<file path="config.mk">
export PLATFORM = sky130hd
export DESIGN_NAME = alu_control_pipe
export DESIGN_NICKNAME = d
export VERILOG_FILES = /design/src/rtl/alu_control_pipe_pkg.sv /design/src/rtl/alu_control_pipe_decode.sv /design/src/rtl/alu_control_pipe.sv
export SDC_FILE = /design/constraint.sdc
export NUM_CORES = 1
export LEC_CHECK = 0
export CAP_MARGIN = 20
export CORE_UTILIZATION = 35
export CTS_CLUSTER_SIZE = 24
export DETAILED_ROUTE_END_ITERATION = 7
export GPL_ROUTABILITY_DRIVEN = 0
export HOLD_SLACK_MARGIN = 0.03
export PLACE_DENSITY = 0.57
export SYNTH_ARGS = -nofsm -noshare
export SYNTH_HDL_FRONTEND = slang
export SYNTH_HIERARCHICAL = 1
export SYNTH_SLANG_ARGS = --single-unit
</file>
<file path="constraint.sdc">
create_clock -name clk -period 1.3 [get_ports clk]
set_clock_uncertainty 0.05 [all_clocks]
set_input_delay 0.26 -clock clk [delete_from_list [all_inputs] [get_ports clk]]
set_output_delay 0.26 -clock clk [all_outputs]
set_load 0.005 [all_outputs]
</file>
<file path="src/rtl/alu_control_pipe_pkg.sv">
// Shared definitions for the ALU control pipeline stage.
//   - 4-bit ALU operation codes used by this stage and by the datapath ALU
//   - 2-bit ALUOp encodings produced by the main decoder
//   - sequencer state type
//   - base integer funct3 lookup shared by the R-type and I-type paths
package alu_control_pipe_pkg;

    localparam logic [3:0] OP_AND  = 4'b0000;
    localparam logic [3:0] OP_OR   = 4'b0001;
    localparam logic [3:0] OP_ADD  = 4'b0010;
    localparam logic [3:0] OP_XOR  = 4'b0011;
    localparam logic [3:0] OP_SRL  = 4'b0100;
    localparam logic [3:0] OP_SRA  = 4'b0101;
    localparam logic [3:0] OP_SUB  = 4'b0110;
    localparam logic [3:0] OP_SLT  = 4'b0111;
    localparam logic [3:0] OP_SLL  = 4'b1000;
    localparam logic [3:0] OP_SLTU = 4'b1001;
    localparam logic [3:0] OP_MUL  = 4'b1010;
    localparam logic [3:0] OP_MULH = 4'b1011;
    localparam logic [3:0] OP_DIV  = 4'b1100;
    localparam logic [3:0] OP_DIVU = 4'b1101;
    localparam logic [3:0] OP_REM  = 4'b1110;
    localparam logic [3:0] OP_REMU = 4'b1111;

    localparam logic [1:0] ALUOP_MEM    = 2'b00;
    localparam logic [1:0] ALUOP_BRANCH = 2'b01;
    localparam logic [1:0] ALUOP_RTYPE  = 2'b10;
    localparam logic [1:0] ALUOP_ITYPE  = 2'b11;

    typedef enum logic [0:0] {
        ST_IDLE    = 1'b0,
        ST_MC_WAIT = 1'b1
    } mc_state_e;

    // Base integer op from funct3; funct7_5 only selects SRA over SRL here.
    function automatic logic [3:0] base_op(input logic [2:0] f3, input logic f7_5);
        logic [3:0] op;
        case (f3)
            3'b000:  op = OP_ADD;
            3'b001:  op = OP_SLL;
            3'b010:  op = OP_SLT;
            3'b011:  op = OP_SLTU;
            3'b100:  op = OP_XOR;
            3'b101:  op = f7_5 ? OP_SRA : OP_SRL;
            3'b110:  op = OP_OR;
            3'b111:  op = OP_AND;
            default: op = OP_ADD;
        endcase
        return op;
    endfunction

endpackage

</file>
<file path="src/rtl/alu_control_pipe_decode.sv">
// alu_op_decode: combinational ALU control decode.
// Ports:
//   alu_op   [1:0] in  : 00 load/store, 01 branch, 10 R-type, 11 I-type
//   funct3   [2:0] in  : instruction funct3
//   funct7_5       in  : instruction bit 30 (SUB/SRA select)
//   funct7_0       in  : instruction bit 25 (M-extension select)
//   op       [3:0] out : ALU operation code (ADD when illegal)
//   illegal        out : encoding not supported
//   is_mul         out : legal MUL/MULH
//   is_div         out : legal DIV/DIVU/REM/REMU
module alu_op_decode
    import alu_control_pipe_pkg::*;
#(
    parameter bit M_EXT = 1'b1
) (
    input  logic [1:0] alu_op,
    input  logic [2:0] funct3,
    input  logic       funct7_5,
    input  logic       funct7_0,
    output logic [3:0] op,
    output logic       illegal,
    output logic       is_mul,
    output logic       is_div
);

    // Decode ALUOp/funct fields into an operation and its class flags.
    always_comb begin
        op      = OP_ADD;
        illegal = 1'b0;
        is_mul  = 1'b0;
        is_div  = 1'b0;
        case (alu_op)
            ALUOP_MEM:    op = OP_ADD;
            ALUOP_BRANCH: op = OP_SUB;
            ALUOP_ITYPE:  op = base_op(funct3, funct7_5);
            ALUOP_RTYPE: begin
                if (funct7_0) begin
                    // bit 30 and bit 25 together never form a valid encoding
                    if (funct7_5 || !M_EXT) begin
                        illegal = 1'b1;
                    end else begin
                        case (funct3)
                            3'b000:  begin op = OP_MUL;  is_mul = 1'b1; end
                            3'b001:  begin op = OP_MULH; is_mul = 1'b1; end
                            3'b100:  begin op = OP_DIV;  is_div = 1'b1; end
                            3'b101:  begin op = OP_DIVU; is_div = 1'b1; end
                            3'b110:  begin op = OP_REM;  is_div = 1'b1; end
                            3'b111:  begin op = OP_REMU; is_div = 1'b1; end
                            default: illegal = 1'b1;
                        endcase
                    end
                end else if (funct7_5 && (funct3 != 3'b000) && (funct3 != 3'b101)) begin
                    illegal = 1'b1;
                end else if (funct7_5 && (funct3 == 3'b000)) begin
                    op = OP_SUB;
                end else begin
                    op = base_op(funct3, funct7_5);
                end
            end
            default: op = OP_ADD;
        endcase
        // Illegal encodings always fall back to a harmless single-cycle ADD.
        if (illegal) begin
            op = OP_ADD;
        end else begin
            op = op;
        end
    end

endmodule

</file>
<file path="src/rtl/alu_control_pipe.sv">
// alu_control_pipe: registered ALU control at the ID/EX boundary.
// Decodes ALUOp/funct fields, registers the operation and, for M-extension
// ops, holds it for a fixed latency while reporting busy/done to the hazard
// unit.
// Ports:
//   clk, reset (async, active high)
//   valid_in, alu_op[1:0], funct3[2:0], funct7_5, funct7_0 : decode inputs
//   stall_in : downstream hold (only effective in IDLE)
//   flush    : synchronous squash
//   operation[3:0], op_valid, illegal : registered results
//   mc_busy  : multi-cycle op in flight, upstream must stall
//   mc_done  : single-cycle pulse in the last multi-cycle cycle
module alu_control_pipe
    import alu_control_pipe_pkg::*;
#(
    parameter bit M_EXT      = 1'b1,
    parameter int MUL_CYCLES = 3,
    parameter int DIV_CYCLES = 33
) (
    input  logic       clk,
    input  logic       reset,
    input  logic       valid_in,
    input  logic [1:0] alu_op,
    input  logic [2:0] funct3,
    input  logic       funct7_5,
    input  logic       funct7_0,
    input  logic       stall_in,
    input  logic       flush,
    output logic [3:0] operation,
    output logic       op_valid,
    output logic       illegal,
    output logic       mc_busy,
    output logic       mc_done
);

    // Counter preload is latency-1 so that the final busy cycle sees cnt==0.
    localparam logic [5:0] MUL_LOAD = 6'(MUL_CYCLES - 1);
    localparam logic [5:0] DIV_LOAD = 6'(DIV_CYCLES - 1);

    logic [3:0] dec_op_s;
    logic       dec_illegal_s;
    logic       dec_is_mul_s;
    logic       dec_is_div_s;

    mc_state_e  state_r;
    logic [5:0] cnt_r;
    logic [3:0] operation_r;
    logic       op_valid_r;
    logic       illegal_r;

    alu_op_decode #(
        .M_EXT(M_EXT)
    ) u_decode (
        .alu_op   (alu_op),
        .funct3   (funct3),
        .funct7_5 (funct7_5),
        .funct7_0 (funct7_0),
        .op       (dec_op_s),
        .illegal  (dec_illegal_s),
        .is_mul   (dec_is_mul_s),
        .is_div   (dec_is_div_s)
    );

    // Operation registers, sequencer state and latency counter.
    always_ff @(posedge clk or posedge reset) begin
        if (reset) begin
            state_r     <= ST_IDLE;
            cnt_r       <= 6'd0;
            operation_r <= OP_ADD;
            op_valid_r  <= 1'b0;
            illegal_r   <= 1'b0;
        end else if (flush) begin
            state_r     <= ST_IDLE;
            cnt_r       <= 6'd0;
            operation_r <= OP_ADD;
            op_valid_r  <= 1'b0;
            illegal_r   <= 1'b0;
        end else begin
            case (state_r)
                ST_IDLE: begin
                    if (stall_in) begin
                        state_r <= ST_IDLE;
                    end else if (valid_in) begin
                        operation_r <= dec_op_s;
                        illegal_r   <= dec_illegal_s;
                        op_valid_r  <= 1'b1;
                        if (dec_is_mul_s) begin
                            state_r <= ST_MC_WAIT;
                            cnt_r   <= MUL_LOAD;
                        end else if (dec_is_div_s) begin
                            state_r <= ST_MC_WAIT;
                            cnt_r   <= DIV_LOAD;
                        end else begin
                            state_r <= ST_IDLE;
                        end
                    end else begin
                        op_valid_r <= 1'b0;
                    end
                end
                ST_MC_WAIT: begin
                    // Inputs and stall_in are ignored while the op is in flight.
                    if (cnt_r == 6'd0) begin
                        state_r    <= ST_IDLE;
                        op_valid_r <= 1'b0;
                    end else begin
                        cnt_r <= cnt_r - 6'd1;
                    end
                end
                default: begin
                    state_r    <= ST_IDLE;
                    cnt_r      <= 6'd0;
                    op_valid_r <= 1'b0;
                end
            endcase
        end
    end

    assign operation = operation_r;
    assign op_valid  = op_valid_r;
    assign illegal   = illegal_r;
    assign mc_busy   = (state_r == ST_MC_WAIT);
    // A flush in the last cycle suppresses the completion pulse.
    assign mc_done   = (state_r == ST_MC_WAIT) && (cnt_r == 6'd0) && !flush;

endmodule

</file>
# Word-level counts from Yosys, hierarchy flattened
# Index checks and enable logic that the tools add are counted.
totals:
  reg_bits: 13
  inputBits: 12
  output_inout_bits: 8
  word_cells: 91
op_classes:
  n_addsub: 1
  eq_ne: 18
  n_mux: 49
  bitwise_logic: 1
  reduce_logical: 17
ops:
  columns: ["op", "n"]
  rows:
  - ["$mux 4", 9]
  - ["$mux 6", 6]
  - ["$pmux 4 s8", 1]
  - ["$mux 1", 28]
  - ["$pmux 4 s6", 1]
  - ["$pmux 4 s4", 1]
  - ["$eq 3x3->1 const B", 4]
  - ["$ne 3x3->1 const B", 4]
  - ["$pmux 6 s2", 1]
  - ["$eq 3x2->1 const B", 2]
  - ["$logic_not 6->1", 1]
  - ["$reduce_or 6->1", 1]
  - ["$sub 6x1->6 const B", 1]
  - ["$logic_and 1x1->1", 5]
  - ["$eq 2x2->1 const B", 2]
  - ["$ne 4x4->1 const B", 1]
  - ["$pmux 1 s2", 2]
  - ["$reduce_and 4->1", 1]
  - ["$reduce_or 4->1", 1]
  - ["$eq 3x1->1 const B", 1]
  - ["$logic_not 3->1", 1]
  - ["$ne 3x2->1 const B", 1]
  - ["$reduce_and 3->1", 1]
  - ["$reduce_bool 3->1", 1]
  - ["other kinds (9)", 9]

# Logic depth before layout (Yosys ltp)
# Gate-level depths: netlist of the first run.
logic_depth:
  depth_word: 12
  ltp_mapped: 7
  depth_no_buf: 6

# By module
# Netlist of the first run, hierarchy kept.
modules_own_cells:
  columns: ["module", "instances", "cells_per_inst", "area_per_inst_um2", "seq_area_each_um2"]
  rows:
  - ["alu_control_pipe", 1, 70, 724.4, 326.6]
  - ["alu_op_decode", 1, 39, 227.7, 0.0]

# Worst setup path before layout of the first run
# No wires, ideal clock.
synth_path:
  path_kind: "input to register"
  start: "in funct7_5"
  end: "reg cnt_r[5]"
  setup_ps: 84
  arrival_time_ps: 1528
  required_ps: 1166
  slack_ps: -361
  cell_stages: 6
  n_path_buf: 1
  cell_sequence: "or3b_1 -> buf_2 -> nor3_1 -> o21a_1 -> o2111ai_1 -> a41oi_2"
synth_between:
  elab_chain_cells: 8
  elab_cells_between_ends: 13
  classes_between: "1 x eq/ne; 11 x mux; 1 x reduce/logical"
synth_rtl:
  columns: ["item", "line", "source"]
  rows:
  - ["start: declaration", "alu_control_pipe.sv:25", "input logic funct7_5,"]
  - ["$mux 1 (*)", "alu_control_pipe_decode.sv:39", "if (funct7_5 || !M_EXT) begin"]
  - ["$mux 1 (*)", "alu_control_pipe_decode.sv:37", "if (funct7_0) begin"]
  - ["$mux 1 (*)", "alu_control_pipe_decode.sv:32", "case (alu_op)"]
  - ["via dec_is_mul_s", "alu_control_pipe.sv:42", "logic dec_is_mul_s;"]
  - ["$mux 6", "alu_control_pipe.sv:87", "if (dec_is_mul_s) begin"]
  - ["$mux 6", "alu_control_pipe.sv:83", "end else if (valid_in) begin"]
  - ["$mux 6", "alu_control_pipe.sv:81", "if (stall_in) begin"]
  - ["$pmux 6 s2", "alu_control_pipe.sv:79", "case (state_r)"]
  - ["$mux 6", "alu_control_pipe.sv:72", "end else if (flush) begin"]
  - ["end signal: assignment", "alu_control_pipe.sv:106", "cnt_r <= cnt_r - 6'd1;"]
  - ["end: declaration", "alu_control_pipe.sv:46", "logic [5:0] cnt_r;"]
# The timed path passes the listed nets; every way through them passes the cells marked *. The select of a mux whose other input is x is not followed.
# A chain may end at the register's enable or synchronous reset.

# Final worst setup path of the first run
layout_path:
  start: "reg cnt_r[3]"
  end: "reg cnt_r[1]"
layout_between:
  elab_chain_cells: 3
layout_rtl:
  columns: ["item", "line", "source"]
  rows:
  - ["$logic_not 6->1", "alu_control_pipe.sv:102", "if (cnt_r == 6'd0) begin"]
  - ["$ne 3x3->1 (no line)", null, null]
  - ["$reduce_and 4->1 (no line)", null, null]
# Every way passes these cells.

==> results of run 1 <==
==> registers in the layout, indices dropped and copies added (netlist names) <==
name       cells
cnt_r          6
illegal        1
mc_busy        1
op_valid       1
operation      4
==> cells by family after synthesis <==
family,share of synthesized area [%]
AND/OR/NAND/NOR,25.4
AO/OA/AOI/OAI,25.0
flip-flops,34.3
buffers and inverters,5.78
multiplexers,4.21
XOR/XNOR,2.76
adder cells (fa/ha/maj),2.63
==> path summary, 6_finish.rpt <==
kind	startpoint	to	slack, ns	depth (start not counted)
min in group clk	operation[0]	operation[0]	0.47	2
max in group asynchronous	reset	operation[1]	0.73	3
hold reg to reg	operation[0]	operation[0]	0.47	2
setup reg to reg	cnt_r[3]	cnt_r[1]	-0.32	5
hold / removal	reset	cnt_r[1]	0.23	3
setup / recovery	cnt_r[3]	cnt_r[1]	-0.32	5
==> metrics by stage <==
stage | TNS [ns] | hold WS (ns) | area [sq um]
floorplan | -0.875 | 0.0862 | 978
global placement | -7.65 | 0.451 | 1440
detailed placement | -8.17 | 0.463 | 1440
CTS | -2.33 | 0.242 | 1610
global route | -3.60 | 0.271 | 1630
finish | -2.71 | 0.231 | 1630
==> cell type report <==
cell class | count | area, sq um
inverters | 5 | 18.8
well taps | 30 | 37.5
clock buffers | 4 | 26.3
flip-flops and latches | 13 | 327
multi-input cells | 86 | 674
fillers | 229 | 893
repair buffers | 66 | 546
==> repair_timing <==
item	in CTS	in global routing
setup endpoints to repair	20	14
pin swaps	15	13
gates cloned	1	0
resized for setup	62	6
buffers inserted	10	7
==> power by group <==
group / switching [mW] / internal (mW) / leakage (nW)
Sequential: 0.00348 / 0.413 / 0.177
Combinational: 0.108 / 0.120 / 0.546
Clock: 0.128 / 0.119 / 0.0150
==> cells in the mapped netlist, drive strengths merged (2+ instances only) <==
cell,n
o21a,3
o21ai,6
nand2b,4
a21oi,8
nand2,7
mux2i,4
nor3,6
nand3,5
xor2,3
o2111ai,2
o32ai,3
nor2b,3
ha,2
dfrtp,12
buf,4
nor2,13
inv,5
==> metal layers <==
layer	vias to the layer above	wire length, microns	track usage [%]	part of all wire, %
met5	-	0	0	0
met4	0	0	2.99	0
met3	0	118	5.93	4.3
met2	25	1350	35.2	49
met1	513	1290	28.9	47
li1	531	-	-	-
==> critical path: cells and delay by family, from the launching register on <==
family | cells | cell delay (ns)
flops | 1 | 0.40
buf+inv | 1 | 0.13
compound gates | 3 | 0.51
simple gates | 1 | 0.41
==> impl_metrics.tcl, run 1 <==
set metrics [dict create \
    status "complete, but fails checks" \
    violations "setup timing" \
    grt_max_degree 14 \
    period_share_pct 125 \
    grt_usage_pct 21.6 \
    final_cells 204 \
    crit_chain "buf_6 > or3_4 > o21ai_4 > a2bb2oi_1 > a21oi_1" \
    ys_seq_area_share_pct 34.3 \
    synth-seq-cells 13 \
    critPathSlowestCell "or3_4" \
    place_inst 190 \
    avgSynthCellArea_sq_um 8.74 \
    ctsHoldBuffers 0 \
    p_total_mw 0.892 \
    synth_area_leaders "dfrtp_1 32%, nor2_1 5.1%, a21oi_1 4.2%, mux2i_1 4.2%, nor3_1 3.2%" \
    overflow 0 \
    drtAntennaViolNets 0 \
    die_w_microns 54.2 \
    utilization_pct 64.6 \
    tightestPinTransition_ns 0.349 \
    drt-initial-drc-count 16 \
    syn2layout_area_growth_pct 71.1 \
    path_max_fanout 6 \
    hpwl_microns 1900 \
    htreeDepth 1 \
    vias 1069 \
    slew_headroom_pct 76.6 \
    critPathMaxStageDelay_ns 0.41 \
    synth_fp_nets 123 \
    grt_pass1_vias 979 \
    final_common_cell "buf_4" \
    start_util_pct 37.7 \
    finalWorstSetupSlack_ns -0.321 \
    drive_gt1_share_pct 46.6 \
    clock-root-buffer "clkbuf_4" \
    nets 189 \
    cts_tree "done" \
    yosys.area.top_type "dfrtp_1" \
    ys.flop_type "dfrtp_1" \
    synthArstFlopShare_pct 100 \
    dp_slack_ns -0.793 \
    mappedNetlistArea_sq_um 952 \
    ir_worst_vdd_uv 614 \
    hold_viol 0 \
    path_class "register to register" \
    power.density_nw_per_um2 548 \
    clk_pin_slew_ns 0.08 \
    postSynthCellCount 109 \
    drt_pre_antenna_iters 4 \
    setup_viol 15 \
    crit_path_end_kind "register" \
    grt_pass1_wl_microns 4490 \
    insertion_delay_ns 0.28 \
    core_area_sq_um 2520 \
    fmax_mhz 617 \
    layout_common_cells "37 x buf_4, 12 x nor2_1, 12 x dfrtp_1" \
    routed_via_density 5.24 \
    p_leak_nw 0.738 \
    ios 20 \
    cts.path.max_buffers 2 \
    cts_made_buffers 3 \
    numPortBuffers 19 \
    routed_wl_microns 2760 \
    die_area_sq_um 2930 \
    antenna_found_initial 0 \
    routedWlPerCell_microns 13.5 \
    yosys_warnings 6 \
    synth_edf_count 0 \
    min_period_ns 1.62 \
    diodes 0 \
    cp-start-kind "register" \
    maxCapViolations 0 \
    die_y_microns 54.2 \
    netlist.area_leader.share_pct 31.5 \
    cts_sinks 13 \
    slew_viol_final 0 \
    rsz0062_at_grt "true" \
    min_path_type "input pin to asynchronous set/reset pin" \
    crit_required_ns 1.41 \
    route.detailed.drc 0 \
    rows 18 \
    ys_types 38 \
    critPathArrivalTime_ns 1.73 \
]
Note: power is estimated with default switching activity, not from simulation.
==> inputs of run 2 (changes only) <==
Settings changed: GPL_TIMING_DRIVEN set to 0, PLACE_DENSITY 0.57 to 0.54.
Clock period 1.3 ns to 1.5 ns, I/O delays scaled along.
==> impl_metrics.tcl, run 2 (synthesis results as in run 1) <==
set metrics [dict create \
    status "complete, but fails checks" \
    violations "setup timing" \
    routed_wl_microns 2610 \
    layout_common_cells "14 x buf_4, 12 x nor2_1, 11 x dfrtp_1" \
    insertion_delay_ns 0.27 \
    cts_tree "done" \
    die_area_sq_um 2930 \
    grt_max_degree 14 \
    htreeDepth 1 \
    crit_required_ns 1.61 \
    slew_viol_final 0 \
    path_class "register to register" \
    fmax_mhz 559 \
    cts_made_buffers 3 \
    numPortBuffers 19 \
    drtAntennaViolNets 0 \
    fin_area_sq_um 1450 \
    power.density_nw_per_um2 516 \
    dp_slack_ns -0.794 \
    cp-start-kind "register" \
    crit_path_end_kind "register" \
    min_path_type "input pin to asynchronous set/reset pin" \
    rows 18 \
    routed_via_density 5.45 \
    grt_pass1_wl_microns 4030 \
    p_leak_nw 0.681 \
    tns_ns -1.25 \
    maxCapViolations 0 \
    drt-initial-drc-count 32 \
    diodes 0 \
    final_common_cell "buf_4" \
    drt_pre_antenna_iters 4 \
    overflow 0 \
    route.detailed.drc 0 \
    critPathArrivalTime_ns 1.90 \
    top_register "cnt_r" \
    die_w_microns 54.2 \
    vias 975 \
    min_period_ns 1.79 \
    antenna_found_initial 0 \
    ios 20 \
    hpwl_microns 1640 \
    routedWlPerCell_microns 14.6 \
    cts_sinks 13 \
    ctsHoldBuffers 0 \
    grt_usage_pct 19.5 \
    hold_viol 0 \
    syn2layout_area_growth_pct 51.9 \
    largest_register_ffs 6 \
    grt_pass1_vias 908 \
    rsz0062_at_grt "true" \
    nets 164 \
    path_max_fanout 6 \
    period_share_pct 119 \
    setup_viol 7 \
    clock-root-buffer "clkbuf_4" \
    p_total_mw 0.746 \
    hold_ws_ns 0.303 \
    core_area_sq_um 2520 \
    drive_gt1_share_pct 33.6 \
    start_util_pct 37.7 \
    die_y_microns 54.2 \
    placed_cell_area_sq_um 1200 \
    cts.path.max_buffers 2 \
    slew_headroom_pct 64.9 \
    tightestPinTransition_ns 0.525 \
    ir_worst_vdd_uv 581 \
    clk_pin_slew_ns 0.08 \
    finalWorstSetupSlack_ns -0.290 \
]
-- run 2: changes by cell type in the layout (fill, tap and decap cells not counted), moves of 2 or more --
cell | before | now
a21oi_2 | 3 | 1
buf_4 | 37 | 14
inv_1 | 2 | 4
buf_6 | 11 | 7
dlymetal6s2s_1 | 0 | 5
dlygate4sd2_1 | 9 | 6
inv_2 | 3 | 1
a21oi_1 | 5 | 7
-- run 2: area by class of cell --
cell class / count / area, sq um
Buffer: 5 / 58.8
Fill cell: 248 / 1080
Tap cell: 30 / 37.5
Multi-Input combinational cell: 86 / 663
Clock buffer: 4 / 26.3
Timing Repair Buffer: 36 / 314
Sequential cell: 13 / 328
Inverter: 5 / 18.8
-- run 2: layer usage --
metal	share of wire, %	global-route usage [%]	vias up
met5	0	0	-
met4	1.0	5.98	0
met3	5.9	6.50	4
met2	49	31.7	36
met1	44	24.2	457
li1	-	-	478
-- run 2: stage by stage --
step,util (%),cells
finish,57.3,179
global route,57.3,179
CTS,53.7,173
detailed placement,47.6,158
global placement,47.6,158
floorplan,-,109
-- run 2: report_power, final --
group	leakage [nW]	switching [mW]	internal [mW]
Clock	0.0150	0.114	0.103
Combinational	0.491	0.0863	0.0815
Sequential	0.175	0.00289	0.358
-- run 2: worst max-delay path: stages, from the launching register on --
cell,delay [ns]
dfrtp_1,0.41
buf_4,0.15
buf_6,0.11
or3_4,0.39
o21ai_4,0.24
a2bb2oi_1,0.23
a21oi_1,0.10
-- run 2: path summary, 6_finish.rpt --
path,depth (start not counted),to,start,slack [ns]
min in group clk,2,cnt_r[3],flush,0.41
setup / recovery,6,cnt_r[1],cnt_r[4],-0.29
hold / removal,2,cnt_r[2],reset,0.30
setup reg to reg,6,cnt_r[1],cnt_r[4],-0.29
hold reg to reg,2,operation[0],operation[0],0.47
max in group asynchronous,2,cnt_r[3],reset,0.72
-- run 2: timing repair --
item / 4_1_cts / 5_1_grt
endpoints found under the hold margin: 0 / 0
buffers inserted: 11 / 6
pin swaps: 10 / 10
gates resized for setup: 41 / 13
setup endpoints to repair: 16 / 15
==> inputs of run 3 (changes only) <==
Settings changed: SLEW_MARGIN set to 25.
==> results of run 3 <==
No change in the layout: final DEF, timing and power equal those of run 2.
